File: config.mk
export PLATFORM = sky130hd
export DESIGN_NAME = bitsort_pipe
export DESIGN_NICKNAME = d
export VERILOG_FILES = /design/src/rtl/bitsort_pipe.sv
export SDC_FILE = /design/constraint.sdc
export NUM_CORES = 1
export LEC_CHECK = 0
export ABC_AREA = 0
export BUFFER_PORTS_ARGS = -buffer_cell sky130_fd_sc_hd__buf_4
export CAP_MARGIN = 20
export CORE_UTILIZATION = 57
export DETAILED_ROUTE_END_ITERATION = 7
export PLACE_DENSITY = 0.74
export SKIP_CTS_REPAIR_TIMING = 1
export SLEW_MARGIN = 20
export SYNTH_ARGS = -nofsm -noshare
export SYNTH_HDL_FRONTEND = slang
export SYNTH_SLANG_ARGS = --single-unit
File: constraint.sdc
create_clock -name clk -period 1.5 [get_ports clk]
set_input_delay 0.075 -clock clk [delete_from_list [all_inputs] [get_ports clk]]
set_output_delay 0.075 -clock clk [all_outputs]
set_load 0.02 [all_outputs]
File: src/rtl/bitsort_pipe.sv
`default_nettype none
// ============================================================================
// Module      : bitsort_pipe
// Description : Pipelined bit sorter / population counter for N-bit words.
//               Each word runs through a Batcher odd-even merge sorting
//               network of compare-exchange cells (hi = a|b, lo = a&b), so
//               the result is a thermometer code with the ones packed toward
//               the MSB. REG_EVERY network layers sit between pipeline
//               registers. The stream handshake uses a combinational ready
//               chain in which empty stages absorb bubbles.
//               Optional feature macro: BITSORT_CNT_EN builds the
//               thermometer-to-binary ones counter on out_cnt; without it
//               out_cnt is tied to 0.
// Revision    : 1.0 - initial release
// ============================================================================
module bitsort_pipe #(
    parameter int N         = 8,
    parameter int REG_EVERY = 1
) (
    input  logic                     clk,
    input  logic                     rst_n,
    input  logic                     in_valid,
    output logic                     in_ready,
    input  logic [N-1:0]             in_data,
    output logic                     out_valid,
    input  logic                     out_ready,
    output logic [N-1:0]             out_therm,
    output logic [$clog2(N+1)-1:0]   out_cnt
);

    localparam int c_LOG2N  = $clog2(N);
    localparam int c_DEPTH  = c_LOG2N * (c_LOG2N + 1) / 2;
    localparam int c_STAGES = (c_DEPTH + REG_EVERY - 1) / REG_EVERY;
    localparam int c_CW     = $clog2(N + 1);

    // Applies network layer 'lay' (numbered from the input) to word x.
    // Layers of one merge step touch disjoint wire pairs, so reading x and
    // writing y in the same pass is safe.
    function automatic logic [N-1:0] f_layer(input logic [N-1:0] x, input int lay);
        logic [N-1:0] y;
        int           idx;
        y   = x;
        idx = 0;
        for (int p = 1; p < N; p = p * 2) begin
            for (int k = p; k >= 1; k = k / 2) begin
                if (idx == lay) begin
                    for (int j = k % p; j + k < N; j = j + 2 * k) begin
                        for (int i = 0; i < k; i++) begin
                            if ((i + j + k < N) &&
                                ((i + j) / (2 * p) == (i + j + k) / (2 * p))) begin
                                y[i + j + k] = x[i + j] | x[i + j + k];
                                y[i + j]     = x[i + j] & x[i + j + k];
                            end
                        end
                    end
                end
                idx = idx + 1;
            end
        end
        return y;
    endfunction

    logic [c_STAGES-1:0]        r_v;
    logic [c_STAGES-1:0][N-1:0] r_data;
    logic [c_STAGES-1:0]        w_rdy;
    logic [c_STAGES-1:0]        w_vin;
    logic [c_STAGES-1:0][N-1:0] w_net;

    generate
        for (genvar s = 0; s < c_STAGES; s++) begin : g_stage
            logic [N-1:0] w_src;
            logic [N-1:0] w_lay;

            if (s == 0) begin : g_first
                assign w_src    = in_data;
                assign w_vin[s] = in_valid;
            end else begin : g_next
                assign w_src    = r_data[s-1];
                assign w_vin[s] = r_v[s-1];
            end

            // A stage can take new data if the sink drains or any stage from
            // here to the output is empty (the unrolled ready chain).
            assign w_rdy[s] = out_ready | ~(&r_v[c_STAGES-1:s]);

            // Apply this stage's group of layers; the last group may be short.
            always_comb begin
                w_lay = w_src;
                for (int l = 0; l < REG_EVERY; l++) begin
                    if (s * REG_EVERY + l < c_DEPTH) begin
                        w_lay = f_layer(w_lay, s * REG_EVERY + l);
                    end
                end
            end

            assign w_net[s] = w_lay;
        end
    endgenerate

    // Pipeline registers: each stage advances whenever it is ready.
    always_ff @(posedge clk or negedge rst_n) begin
        if (!rst_n) begin
            r_v    <= '0;
            r_data <= '0;
        end else begin
            for (int s = 0; s < c_STAGES; s++) begin
                if (w_rdy[s]) begin
                    r_v[s]    <= w_vin[s];
                    r_data[s] <= w_net[s];
                end
            end
        end
    end

    assign in_ready  = w_rdy[0];
    assign out_valid = r_v[c_STAGES-1];
    assign out_therm = r_v[c_STAGES-1] ? r_data[c_STAGES-1] : '0;

`ifdef BITSORT_CNT_EN
    logic [c_CW-1:0] w_cnt;

    // Thermometer to binary: the deepest set bit below the MSB gives the count.
    always_comb begin
        w_cnt = '0;
        for (int k = 1; k <= N; k++) begin
            if (out_therm[N-k]) begin
                w_cnt = c_CW'(k);
            end
        end
    end

    assign out_cnt = w_cnt;
`else
    assign out_cnt = c_CW'(0);
`endif

endmodule
`default_nettype wire

Word level (Yosys, flattened, before mapping)
Cells that the tools add are included.

Output and inout port bits: 14. Flip-flop bits (word level): 54. Bits of input ports: 12.

Bitwise operators: 50. Mux-type cells: 1. Reductions and logical operators: 5.

Operators with widths (number): bitwise OR 1 bit (25); AND 1 bit (19); 2-to-1 mux 8 bit (1); inverter 1 bit (6); AND reduction 6 bit (1); AND reduction 5 bit (1); AND reduction 4 bit (1); AND reduction 3 bit (1); AND reduction 2 bit (1).

Longest topological paths before layout
Gate-level depths: netlist (run 1).

Depth after elaboration: 3. Gate-level depth with buffers: 6. Gate-level depth less buffers: 3.

Worst setup path after synthesis (run 1)
No wires, ideal clock.

Path kind: reg-to-reg. Start: register r_v[5]. End: register r_v[0]. Cell stages (with the launch flop): 6. Data arrival time: 1282 ps. Path slack: 93 ps. Library setup time: 124 ps. Cell sequence: dfrtp_1 > and4b_1 > buf_2 > and3_4 > buf_6 > or2_1.

Longest elaborated chain between the ends: 3.

RTL lines: from (decl) (RTL line 63) `logic [c_STAGES-1:0] r_v;`; from (signal, indexed assignment) (RTL line 108) `r_v[s] <= w_vin[s];`; AND reduction 6 bit (RTL line 84) `assign w_rdy[s] = out_ready | ~(&r_v[c_STAGES-1:s]);`; inverter 1 bit (RTL line 84); bitwise OR 1 bit (RTL line 84).

Every way passes these cells. A chain may end at the register's enable or synchronous reset.

Worst setup path in the final report (run 1)
Start: register r_v[4]. End: output port in_ready.

Longest elaborated chain between the ends: 3.

RTL lines: AND reduction 6 bit (RTL line 84); inverter 1 bit (RTL line 84); bitwise OR 1 bit (RTL line 84); to (decl) (RTL line 23) `output logic in_ready,`.

Every way passes these cells.

==> results of run 1 <==
## cell type report
cell class	instances	area share
flip-flops and latches	54	0.523
multi-input cells	138	0.301
well taps	48	0.0232
inverters	11	0.0160
repair buffers	35	0.105
clock buffers	6	0.0320
## layer usage
metal / track usage / up-vias / share of wire
met5: 0 / - / 0
met4: 0.0815 / 0 / 0.016
met3: 0.0573 / 5 / 0.039
met2: 0.354 / 29 / 0.52
met1: 0.206 / 696 / 0.42
li1: - / 745 / -
## stage by stage
stage | setup WS, ns | cell area [sq um] | instances
2_1_floorplan | 0.0933 | 2280 | 219
3_3_place_gp | -0.0298 | 2430 | 278
3_5_place_dp | -0.0712 | 2430 | 278
4_1_cts | -0.377 | 2510 | 284
5_1_grt | -0.00524 | 2580 | 292
6_report | 0.0604 | 2580 | 292
## worst max-delay path by stage
stage	start	end	slack (ns)	cells after the start
finish	r_v[4]$_DFFE_PN0P_	in_ready	0.06	4
CTS	r_v[4]$_DFFE_PN0P_	in_ready	-0.38	4
global placement	r_v[5]$_DFFE_PN0P_	in_ready	-0.03	4
global route	r_v[4]$_DFFE_PN0P_	in_ready	-0.005	4
detailed placement	r_v[4]$_DFFE_PN0P_	g_stage[1].w_src[3]$_DFFE_PN0P_	-0.07	3
floorplan	r_v[5]$_DFFE_PN0P_	r_v[0]$_DFFE_PN0P_	0.09	5
## critical path, stage by stage (launching register included)
cell and delay (ns):
sky130_fd_sc_hd__dfrtp_1 0.36, sky130_fd_sc_hd__and4b_4 0.29, sky130_fd_sc_hd__and3_4 0.23, sky130_fd_sc_hd__inv_1 0.06
sky130_fd_sc_hd__buf_6 0.12
## cell usage in the layout (no fill, tap or decap), types with 2 or more instances in the layout
| cell type | count |
|---|---|
| sky130_fd_sc_hd__o31ai_1 | 4 |
| sky130_fd_sc_hd__or2_2 | 2 |
| sky130_fd_sc_hd__or2_1 | 2 |
| sky130_fd_sc_hd__clkbuf_8 | 6 |
| sky130_fd_sc_hd__dfrtp_1 | 54 |
| sky130_fd_sc_hd__and2_1 | 9 |
| sky130_fd_sc_hd__nor2_1 | 21 |
| sky130_fd_sc_hd__nand3_1 | 16 |
| sky130_fd_sc_hd__dlygate4sd3_1 | 2 |
| sky130_fd_sc_hd__o21ai_0 | 22 |
| sky130_fd_sc_hd__mux2i_1 | 10 |
| sky130_fd_sc_hd__inv_1 | 11 |
| sky130_fd_sc_hd__and2_4 | 2 |
| sky130_fd_sc_hd__nand2b_1 | 2 |
| sky130_fd_sc_hd__buf_4 | 32 |
| sky130_fd_sc_hd__conb_1 | 4 |
| sky130_fd_sc_hd__nand2_1 | 30 |
| sky130_fd_sc_hd__a21oi_1 | 2 |
| sky130_fd_sc_hd__mux2_2 | 8 |
## flip-flops by register name, indices dropped and copies added (netlist names)
name           count
g_stage.w_src     40
r_data             8
r_v                6
## cells by family (layout without fill, tap and decap cells)
group | after synthesis | in the layout
and+or+nand+nor | 88 | 88
DFF | 54 | 54
muxes | 18 | 18
other | 1 | 4
buffers and inverters | 27 | 52
AOI/OAI and AO/OA | 28 | 28
## where the power goes
part	internal (mW)	switching, mW
sequential	1.74	0.181
clock	0.356	0.412
combinational	0.375	0.425
total	2.47	1.02
==> reports/results.md, run 1 <==
| Result | This run |
| --- | --- |
| Flip-flop and latch count after synthesis | 54 |
| Relative max-transition margin | 0.570 |
| Number of buffers created by CTS | 5 |
| Largest net degree at the start of global routing | 55 |
| Area overhead of the layout relative to synthesis | 13.6% |
| Final worst clock skew | 0.00226 ns |
| CTS tree | yes |
| Global-route wire length before repair | 6020 um |
| Overall Global Routing Usage | 0.194 |
| Buffer levels on the longest clock path | 2 |
| Final total negative setup slack | 0 ns |
| Async set-or-reset flop fraction in the synthesized netlist | 1.00 |
| Adder and majority cell fraction of the synthesized area | 0 |
| Post-Synthesis Cells | 216 |
| Ranking of synthesized cells by area | sky130_fd_sc_hd__dfrtp_1, sky130_fd_sc_hd__nand2_1, sky130_fd_sc_hd__o21ai_0, sky130_fd_sc_hd__mux2i_1, sky130_fd_sc_hd__mux2_2 |
| Share of synthesized area spent on multiplexers | 0.0837 |
| Portion of the post-synthesis area used by sequential elements | 0.594 |
| Crit Reg-Reg Endpoint | g_stage[3].w_src[4]$_DFFE_PN0P_ |
| Worst Path Arrival | 1.36 ns |
| Outcome | complete, no violations |
| Die area | 4250 sq um |
| Setup crit end kind | output pin |
| Measured slew at the worst slew-check pin | 0.644 ns |
| Gr ovfl total | 0 |
| Clock transition at the register clock pins on the worst setup and hold paths after CTS | 0.08 ns |
| Share of the clock period used by the worst path after layout | 0.960 |
| Final design utilization | 0.690 |
| Unique cell type count in the Yosys netlist | 24 |
| HPWL after detailed placement | 2520 um |
| Number of global-route vias before repair | 1365 |
| Most repeated cell in the gate-level netlist after synthesis | sky130_fd_sc_hd__dfrtp_1 |
| Total detailed-routing wirelength | 3590 um |
| Fraction of synthesized cell area taken by the top area cell type | 0.594 |
| Fmax achieved | 0.695 GHz |
| Crit Path Class | flop to output pin |
| Final Hold Vio Count | 0 |
| Detailed Routing Iterations Pass 1 | 4 |
| Post-synth design cell area | 2270 sq um |
| Fillcell total | 316 |
| Flop-to-flop setup slack | 0.16 ns |
| Number of instances on the worst hold path | 3 |
| Number of vias after detailed routing | 1475 |
| Number of flops mapped to enable cells by yosys | 0 |
| Launch point of the worst hold path | in_data[7] |
| Areal power density over the cells | 1350 nW/um^2 |
| Starting utilization of the core area | 0.607 |
| Xor-xnor portion of the synthesized cell area | 0 |
| Largest area contributor in the synthesized netlist | sky130_fd_sc_hd__dfrtp_1 |
| Count of endpoints failing setup in the final report | 0 |
| End of the worst hold path | g_stage[1].w_src[6]$_DFFE_PN0P_ |
| Worst-case vdd ir drop | 0.000717 V |
| Clock latency of the later-clocked register in the worst-skew pair | 0.30 ns |
| Placeable Area | 3740 sq um |
| Master cell of the clock root buffer | sky130_fd_sc_hd__clkbuf_8 |
| # clock sinks | 54 |
| Top flip-flop cell by instance count after synthesis | sky130_fd_sc_hd__dfrtp_1 |
| Hold Path Class | input port to flop |
| Cell row count | 22 |
| Shortest clock period the worst path allows after layout | 1.44 ns |
| Post-synthesis compound-gate area fraction | 0.0660 |
| Die height | 65.2 um |
| Main combinational cell family by area after synthesis | simple AND/OR/NAND/NOR gates |
| Number of antenna violations at the first check in global routing | 0 |
| Post-layout power | 3.49 mW |
| Crit path max fanout | 7 |
| Commonest cells in the netlist | sky130_fd_sc_hd__dfrtp_1, sky130_fd_sc_hd__nand2_1, sky130_fd_sc_hd__o21ai_0, sky130_fd_sc_hd__nor2_1, sky130_fd_sc_hd__nand3_1 |
| Number of levels in the clock H-tree | 2 |
| Startpoint types | flop |
| LEAKAGE | 1.19 nW |
| Number of nets at the end of the flow | 257 |
| Depth of the worst register-to-register path | 4 |
| Drt wl/cell | 12.3 um |
| Port Buf Inserts | 21 |
| Antenna cells | 0 |
| DRC violations left | 0 |
| Worst hold margin | 0.0189 ns |
| Chip Width | 65.2 um |
| Area of combinational cells with multiple inputs | 777 sq um |
| Number of warnings issued by yosys | 0 |
| DRC marker count from the first detailed-route iteration | 22 |
| Critical path required time | 1.42 ns |
| Via-per-instance ratio | 5.05 |
| Final Max Slew Viols | 0 |
| Sequential cell area in the final layout | 1350 sq um |
| Mean area per synthesized cell | 10.5 sq um |
| Ratio of cells with drive above 1 in the final layout | 0.217 |
| Routability congestion estimate from global placement | 0.742 |
| Reported max-cap violation count | 0 |
| Post-Synth Simple-Gate Area | 0.184 |
| Startpoint of the worst register-to-register path | r_v[4]$_DFFE_PN0P_ |
| Detail Route Antenna Nets | 0 |
| Number of primary I/O pins | 26 |
Note: power is estimated with default switching activity, not from simulation.
==> run 2, diff against run 1 <==
- CORE_ASPECT_RATIO: unset -> 1.25
==> run 2 against run 1 <==
Die area barely moved. Global-route usage is 0.18 points higher. Register-to-register slack lost 0.06 ns. Clock power is 23% higher. Non-clock buffer count is 3 higher. Hold slack improved by 0.0058 ns. Wire length increased by 2.9%. Sequential power is essentially flat. Utilization up 0.70 points. Critical path depth did not move. Combinational power increased by 1%. Setup slack lost 0.015 ns. Critical endpoint unchanged. Largest cell class unchanged.
==> reports/results.md, run 2 (synthesis gave the netlist of run 1 again) <==
| Result | This run |
| --- | --- |
| Largest net degree at the start of global routing | 55 |
| Routability congestion estimate from global placement | 0.739 |
| Via-per-instance ratio | 4.96 |
| Cell Int Power | 2.63 mW |
| LEAKAGE | 1.22 nW |
| Areal power density over the cells | 1400 nW/um^2 |
| Stage delay of the slowest cell on the critical path | 0.35 ns |
| Crit Reg-Reg Endpoint | g_stage[3].w_src[4]$_DFFE_PN0P_ |
| Buffer levels on the longest clock path | 2 |
| Area overhead of the layout relative to synthesis | 16.1% |
| Crit Path Class | flop to output pin |
| Clock transition at the register clock pins on the worst setup and hold paths after CTS | 0.09 ns |
| Total detailed-routing wirelength | 3700 um |
| Number of levels in the clock H-tree | 2 |
| Antenna cells | 0 |
| Die area | 4250 sq um |
| Chip Width | 58.5 um |
| Port Buf Inserts | 21 |
| Final Hold Vio Count | 0 |
| Most common cell after layout, fill and taps aside | sky130_fd_sc_hd__dfrtp_1 |
| Worst-case vdd ir drop | 0.000733 V |
| Measured slew at the worst slew-check pin | 0.648 ns |
| Max reg flops | 40 |
| CTS tree | yes |
| Overall Global Routing Usage | 0.195 |
| Final Max Slew Viols | 0 |
| Number of primary I/O pins | 26 |
| Clock network fraction of total power | 0.257 |
| DRC marker count from the first detailed-route iteration | 37 |
| Startpoint types | flop |
| # clock sinks | 54 |
| Outcome | complete, no violations |
| Die height | 72.6 um |
| Cell chain of the critical path | and4b_2, and3_4, inv_1, buf_6 |
| End of the worst hold path | g_stage[1].w_src[2]$_DFFE_PN0P_ |
| Number of nets at the end of the flow | 260 |
| Ratio of cells with drive above 1 in the final layout | 0.229 |
| HPWL after detailed placement | 2690 um |
| Gr ovfl total | 0 |
| Hold Path Class | input port to flop |
| Detail Route Antenna Nets | 0 |
| Detailed Routing Iterations Pass 1 | 4 |
| Critical path required time | 1.42 ns |
| Portion of total power attributed to combinational logic | 0.220 |
| Cell row count | 25 |
| Number of global-route vias before repair | 1456 |
| Final total negative setup slack | 0 ns |
| Number of vias after detailed routing | 1504 |
| Master cell of the clock root buffer | sky130_fd_sc_hd__clkbuf_8 |
| CP max-delay cell | sky130_fd_sc_hd__dfrtp_1 |
| Clock latency of the later-clocked register in the worst-skew pair | 0.30 ns |
| Reported max-cap violation count | 0 |
| Number of buffers created by CTS | 5 |
| Placeable Area | 3780 sq um |
| Drt wl/cell | 12.2 um |
| Most frequent cells in the layout | sky130_fd_sc_hd__dfrtp_1, sky130_fd_sc_hd__buf_4, sky130_fd_sc_hd__nand2_1 |
| Relative max-transition margin | 0.568 |
| Switching power of the nets | 1.06 mW |
| Number of instances on the worst hold path | 3 |
| Share of total power consumed by net switching | 0.286 |
| Share of the clock period used by the worst path after layout | 0.970 |
| Setup crit end kind | output pin |
| Flop-to-flop setup slack | 0.10 ns |
| Depth of the worst register-to-register path | 4 |
| Crit path max fanout | 7 |
| Sequential power share | 0.523 |
| DRC violations left | 0 |
| Count of endpoints failing setup in the final report | 0 |
| Worst Path Arrival | 1.38 ns |
| Worst hold margin | 0.0247 ns |
| Final worst clock skew | 0.00935 ns |
| Startpoint of the worst register-to-register path | r_v[4]$_DFFE_PN0P_ |
| Launch point of the worst hold path | in_data[3] |
| Fmax achieved | 0.687 GHz |
| Global-route wire length before repair | 6070 um |
| Shortest clock period the worst path allows after layout | 1.45 ns |
| Starting utilization of the core area | 0.601 |
| Number of antenna violations at the first check in global routing | 0 |
-- run 2: cell types whose count changed in the layout (fill, tap and decap cells not counted) --
cell	delta
sky130_fd_sc_hd__and4b_4	-1
sky130_fd_sc_hd__clkbuf_1	+1
sky130_fd_sc_hd__bufinv_16	+1
sky130_fd_sc_hd__and4b_2	+1
sky130_fd_sc_hd__buf_4	+3
sky130_fd_sc_hd__clkbuf_8	-1
sky130_fd_sc_hd__clkinvlp_4	+1
-- run 2: per-stage QoR --
stage	worst slack, ns	power, mW	cell area [sq um]	util	instances
final	0.0452	3.69	2640	0.697	303
after global placement	0.126	2.70	2450	0.648	286
after global routing	-0.00263	3.89	2640	0.697	303
after floorplan	0.0933	2.48	2280	-	219
after detailed placement	0.0617	2.74	2450	0.648	286
after CTS	-0.220	3.67	2560	0.677	294
-- run 2: area by class of cell --
type	count	area, sq um
Clock buffer	6	72.6
Multi-Input combinational cell	138	774
Clock inverter	2	37.5
Timing Repair Buffer	38	294
Sequential cell	54	1350
Inverter	11	41.3
Fill cell	290	1150
Tap cell	54	67.6
-- run 2: worst max path at each step --
stage / start / endpoint / slack [ns] / cells after the start
after detailed placement: r_v[5]$_DFFE_PN0P_ / g_stage[1].w_src[7]$_DFFE_PN0P_ / 0.06 / 3
after CTS: r_v[4]$_DFFE_PN0P_ / in_ready / -0.22 / 4
final: r_v[4]$_DFFE_PN0P_ / in_ready / 0.05 / 4
after global placement: r_v[5]$_DFFE_PN0P_ / in_ready / 0.13 / 4
after global routing: r_v[5]$_DFFE_PN0P_ / in_ready / -0.003 / 4
after floorplan: r_v[5]$_DFFE_PN0P_ / r_v[0]$_DFFE_PN0P_ / 0.09 / 5
-- run 2: worst max-delay path, delay by kind of cell, from the launching register on --
family | cells | cell delay [ns]
AND/OR/NAND/NOR | 2 | 0.55
buffers and inverters | 2 | 0.18
flip-flops | 1 | 0.35
-- run 2: metal layers --
layer	GRT usage	up-vias	share of wire
met5	0	-	0
met4	0.0979	0	0.028
met3	0.0479	10	0.032
met2	0.386	33	0.55
met1	0.179	708	0.39
li1	-	753	-
-- run 2: power groups by stage --
stage | clock network, mW | registers [mW] | logic, mW
3_5_place_dp | 0 | 1.96 | 0.778
2_1_floorplan | 0 | 1.91 | 0.568
4_1_cts | 0.961 | 1.93 | 0.782
3_3_place_gp | 0 | 1.94 | 0.757
5_1_grt | 1.01 | 1.97 | 0.911
6_report | 0.948 | 1.93 | 0.811
